`src/rtl/sum4_acc.sv`:
```
// Groups of four unsigned samples are summed; each completed sum is presented on
// data_o with a one-cycle en_o strobe for a downstream divide-by-4 stage.
module sum4_acc #(
  parameter int WIDTH = 4,
  parameter int SUM_W = WIDTH + 2
) (
  input  logic             clk_i,
  input  logic             rst_i,
  input  logic [WIDTH-1:0] data_i,
  input  logic             valid_i,
  output logic             ready_o,
  input  logic             clear_i,
  output logic [SUM_W-1:0] data_o,
  output logic             en_o,
  output logic [1:0]       count_o
);

  typedef enum logic {
    ACCUM = 1'b0,
    EMIT  = 1'b1
  } state_t;

  state_t           state, state_nxt;
  logic [SUM_W-1:0] acc;
  logic             take;
  logic             last;

  // Four full-scale samples fit in SUM_W bits, so a plain widening add cannot wrap.
  function automatic logic [SUM_W-1:0] acc_add(input logic [SUM_W-1:0] a,
                                               input logic [WIDTH-1:0] d);
    return a + {{(SUM_W-WIDTH){1'b0}}, d};
  endfunction

  always_ff @(posedge clk_i or posedge rst_i) begin
    if (rst_i) state <= ACCUM;
    else       state <= state_nxt;
  end

  always_comb begin
    state_nxt = state;
    ready_o   = 1'b0;
    take      = 1'b0;
    last      = 1'b0;
    case (state)
      ACCUM: begin
        ready_o = 1'b1;
        take    = valid_i && !clear_i;
        last    = take && (count_o == 2'd3);
        if (last) state_nxt = EMIT;
      end
      EMIT: state_nxt = ACCUM;
    endcase
  end

  always_ff @(posedge clk_i or posedge rst_i) begin
    if (rst_i) begin
      acc     <= '0;
      count_o <= 2'd0;
      data_o  <= '0;
      en_o    <= 1'b0;
    end else begin
      en_o <= last;
      // clear only acts in ACCUM and wins over a same-cycle handshake
      if (ready_o && clear_i) begin
        acc     <= '0;
        count_o <= 2'd0;
      end else if (last) begin
        data_o  <= acc_add(acc, data_i);
        acc     <= '0;
        count_o <= 2'd0;
      end else if (take) begin
        acc     <= acc_add(acc, data_i);
        count_o <= count_o + 2'd1;
      end
    end
  end

endmodule
```
`config.mk`:
```
export PLATFORM = sky130hd
export DESIGN_NAME = sum4_acc
export DESIGN_NICKNAME = d
export VERILOG_FILES = /design/src/rtl/sum4_acc.sv
export SDC_FILE = /design/constraint.sdc
export NUM_CORES = 1
export LEC_CHECK = 0
export ABC_AREA = 0
export CAP_MARGIN = 20
export CORE_UTILIZATION = 47
export DETAILED_ROUTE_END_ITERATION = 10
export PLACE_DENSITY = 0.77
export SYNTH_ARGS = -nofsm -noshare
export SYNTH_HDL_FRONTEND = slang
export SYNTH_SLANG_ARGS = --single-unit
```
`constraint.sdc`:
```
create_clock -name clk_i -period 2.04 [get_ports clk_i]
set_input_delay 0.408 -clock clk_i [delete_from_list [all_inputs] [get_ports clk_i]]
set_output_delay 0.408 -clock clk_i [all_outputs]
set_load 0.02 [all_outputs]
```
# Word-level counts from Yosys, hierarchy flattened
# Cells that the tools add are included.
word_totals:
  in_bits: 8
  n_memories: 0
  elab_cells: 27
  register_bits: 16
  latch_bits: 0
  output_inout_bits: 10
  romBits: 0
  mem_bits_rw: 0
classes:
  addsub: 2
  n_reduce_logical: 6
  mul: 0
  magnitude_cmp: 0
  mux: 11
  n_shift: 0
  eq_ne: 1
  div: 0
  bitwise: 2
op_table:
  columns: ["operator", "n"]
  rows:
  - ["$mux W6", 3]
  - ["$add A6 B4 Y6", 1]
  - ["$mux W2", 3]
  - ["$mux W1", 4]
  - ["$logic_and A1 B1 Y1", 3]
  - ["$reduce_bool A3 Y1", 1]
  - ["$add A2 B1 Y2 const B", 1]
  - ["$eq A2 B2 Y1 const B", 1]
  - ["$not A1 Y1", 2]
  - ["$pmux W1 S2", 1]
  - ["$reduce_and A2 Y1", 1]
  - ["$logic_not A1 Y1", 1]

# Longest topological paths before layout
# Gate-level depths: netlist of the first run.
depth:
  ltp_word: 6
  depth_mapped: 7
  depth_no_buf: 7

# Worst setup path before layout of the first run
# No wires, ideal clock.
synth_timing:
  path_type: "input to register"
  from: "input data_i[0]"
  to: "register data_o[4]"
  arrival_time_ns: 1.524
  path_stages: 7
  slack_ns: 0.390
  t_required_ns: 1.914
  path_cell_list: "ha_1 > inv_1 > fa_1 > nand2b_1 > a21oi_1 > xnor2_1 > o21ai_0"
synth_via:
  elab_chain_len: 1
synth_lines:
  columns: ["element", "line_no", "rtl"]
  rows:
  - ["start: declaration", "9", "input logic [WIDTH-1:0] data_i,"]
  - ["$add A6 B4 Y6", "31", "return a + {{(SUM_W-WIDTH){1'b0}}, d};"]
  - ["end signal: assignment", "68", "data_o <= acc_add(acc, data_i);"]
  - ["end: declaration", "13", "output logic [SUM_W-1:0] data_o,"]
# No other way between the ends.
# A chain may end at the register's enable or synchronous reset.

# Worst setup path in the final report of the first run
# Same ends and word-level chain as after synthesis.

==> flow_metrics.tcl, run 1 <==
set metrics [dict create \
    status "finished, final reports clean" \
    syn_nets 86 \
    ir_drop_mv 0.480 \
    synth_area_leader_cell "dfrtp_1" \
    startpoint "data_i[0]" \
    worst_slew_pin_slew_ns 0.575 \
    crit_chain "clkdlybuf4s50_1 -> ha_1 -> inv_1 -> fa_1 -> nand2b_1 -> a21oi_1 -> xnor2_1 -> o21ai_0" \
    num_rows 14 \
    cts_root_buf "clkbuf_4" \
    clock_latency_ns 0.29 \
    fillers 128 \
    fp.dieW_um 42.7 \
    clkSlewWorstSetupHoldPaths_ns 0.09 \
    path_delay_family "adder cells" \
    ioPinCount 18 \
    numCtsBuffers 3 \
    rsz0062_at_grt "false" \
    power_density_nw_per_um2 776 \
    slew_headroom_pct 61.7 \
    avgViaCountPerCell 5.44 \
    cp_slowest_cell "clkdlybuf4s50_1" \
    synth_most_common_cell "dfrtp_1" \
    grt_overflow 0 \
    hold_violations 0 \
    fin_area_um2 1030 \
    use_met1_pct 26.9 \
    fmax_mhz 521 \
    max_stage_delay_ns 0.46 \
    synth_cell_types 27 \
    fin_nets 113 \
    path_buf_inv 2 \
    synth-seq-cells 15 \
    antenna_found_initial 0 \
    cts_tree "done" \
    synth_edf_count 0 \
    cts_buffer_depth 2 \
    cp.required_ns 2.22 \
    ff2ff_setup_slack_ns 0.32 \
    portBuffers 17 \
    drv_cap 0 \
    ys.flop_type "dfrtp_1" \
    top_usage_layer "met2" \
    die-area_um2 1830 \
    critPathLaunchType "input pin" \
    cts_hold_buffers 0 \
    ant_nets 0 \
    drt-total-wl_um 1570 \
    die_h_um 42.7 \
    p_leak_nw 0.496 \
    avgSynthCellArea_um2 10.8 \
    seq_area_frac_synth_pct 48.2 \
    syn_area_um2 779 \
    synth_top_area_share_pct 48.2 \
    period_minus_slack_ns 1.92 \
    clock-sinks 15 \
    worstSetupPathType "in -> reg" \
    finalSetupViolCount 0 \
    postSynth.asyncResetShare_pct 100 \
    syn2layout_area_growth_pct 32.1 \
    grt_usage_pct 20.5 \
    crit_arrival_ns 2.10 \
    r2r-end "data_o[4]" \
    drtPass1Iterations 4 \
    gp_congestion 0.880 \
    dp_hpwl_um 1210 \
    grt_max_degree 16 \
    grt_use_met3_pct 5.11 \
    core-area_um2 1520 \
    start_util_pct 51.1 \
    grt_pass1_vias 580 \
    rr_startpoint "acc[0]" \
    post_drt_wl_per_cell_um 13.8 \
    hold_path.class "in -> async" \
    crit_cells 8 \
    yosys_warnings 0 \
    place_area_um2 1000 \
    ctsResizeCount 0 \
    worstSetupEndpointType "register" \
    power_mw 0.799 \
    grt_use_met2_pct 31.2 \
    cp_max_fo 3 \
    layout-drive-gt1-share_pct 13.3 \
    drv_slew 0 \
    worst-r2r-cell-count 7 \
    fin_worst_skew_ns 0.000600 \
    synth_area_leaders "dfrtp_1 (48%), ha_1 (8.0%), o21ai_0 (4.5%)" \
    grt_pass1_wl_um 2750 \
    cts_setup_buffers 0 \
    vias 620 \
    remaining_drc_errors 0 \
    utilization_pct 67.6 \
    diodes 0 \
    synth_cells 72 \
    final.period_utilization_pct 94.1 \
    drt_iter0_drc 8 \
    netlist_top_cells_count "dfrtp_1 (15), o21ai_0 (7), inv_1 (6), nand2_1 (6), ha_1 (5)" \
    h-tree-depth 1 \
]
-- worst max path at each step --
stage / end
floorplan: data_o[4]
global placement: acc[4]
detailed placement: data_o[4]
CTS: data_o[4]
global route: acc[4]
finish: data_o[4]
-- where the power goes --
part,internal (mW),switching [mW],total [mW]
clock network,0.0761,0.101,0.177
logic,0.134,0.118,0.252
registers,0.340,0.0309,0.371
total,0.550,0.249,0.799
-- cell usage in the layout, fill, tap and decap left out, drive strengths merged --
| master | instances |
|---|---|
| xor2 | 1 |
| ha | 5 |
| buf | 6 |
| a22o | 3 |
| or3 | 2 |
| clkdlybuf4s50 | 17 |
| nand2 | 6 |
| clkbuf | 4 |
| o22ai | 1 |
| nand2b | 2 |
| a22oi | 1 |
| a211o | 1 |
| a31oi | 2 |
| nand3 | 2 |
| dfrtp | 15 |
| nor2 | 2 |
| or2 | 1 |
| mux2 | 3 |
| o21ai | 7 |
| o211a | 1 |
| nor2b | 1 |
| or3b | 1 |
| a21oi | 2 |
| inv | 7 |
| fa | 1 |
| xnor2 | 3 |
| nor3 | 1 |
-- flip-flops by register name, indices dropped and copies added (netlist names) --
| register | flops |
|---|---|
| count_o | 2 |
| data_o | 6 |
| acc | 6 |
| en_o | 1 |
-- routing by layer --
metal / up-vias / wire [um] / share of wire (%)
met5: - / 0 / 0
met4: 0 / 31 / 2.0
met3: 5 / 48 / 3.1
met2: 10 / 771 / 49
met1: 299 / 719 / 46
li1: 306 / - / -
-- through the flow --
| step | hold WS [ns] | instances | setup slack [ns] | setup TNS (ns) |
|---|---|---|---|---|
| finish | 0.471 | 114 | 0.119 | 0 |
| detailed placement | 0.469 | 110 | -0.184 | -0.639 |
| floorplan | 0.309 | 72 | 0.390 | 0 |
| CTS | 0.484 | 114 | 0.122 | 0 |
| global placement | 0.464 | 110 | -0.119 | -0.386 |
| global route | 0.513 | 114 | 0.00965 | 0 |
-- logic make-up (layout without fill, tap and decap cells) --
logic type | after synthesis | after routing | synth area share, %
AOI/OAI and AO/OA | 18 | 18 | 14.9
xor gates and xnor gates | 4 | 4 | 4.50
adders and majority gates | 6 | 6 | 10.6
buffers and inverters | 8 | 34 | 4.81
DFF | 15 | 15 | 48.2
muxes | 3 | 3 | 5.30
and+or+nand+nor | 18 | 18 | 11.7
-- area by class of cell --
class	count	area (um2)	share of cell area (%)
multi-input combinational	49	367	35.6
sequential	15	375	36.5
inverter	7	26.3	2.55
tap	16	20.0	1.94
clock buffer	4	26.3	2.55
timing repair buffer	23	215	20.9
(Power assumes the default switching activity.)
==> run 2: changes to the inputs <==
- SLEW_MARGIN: default -> 20
==> results of run 2 <==
No change in the layout: final DEF, timing and power equal those of run 1.
==> run 3: changes to the inputs <==
- SKIP_LAST_GASP: default -> 1
- SLEW_MARGIN: 20 -> default
==> results of run 3 <==
No change in the layout: final DEF, timing and power equal those of run 1.
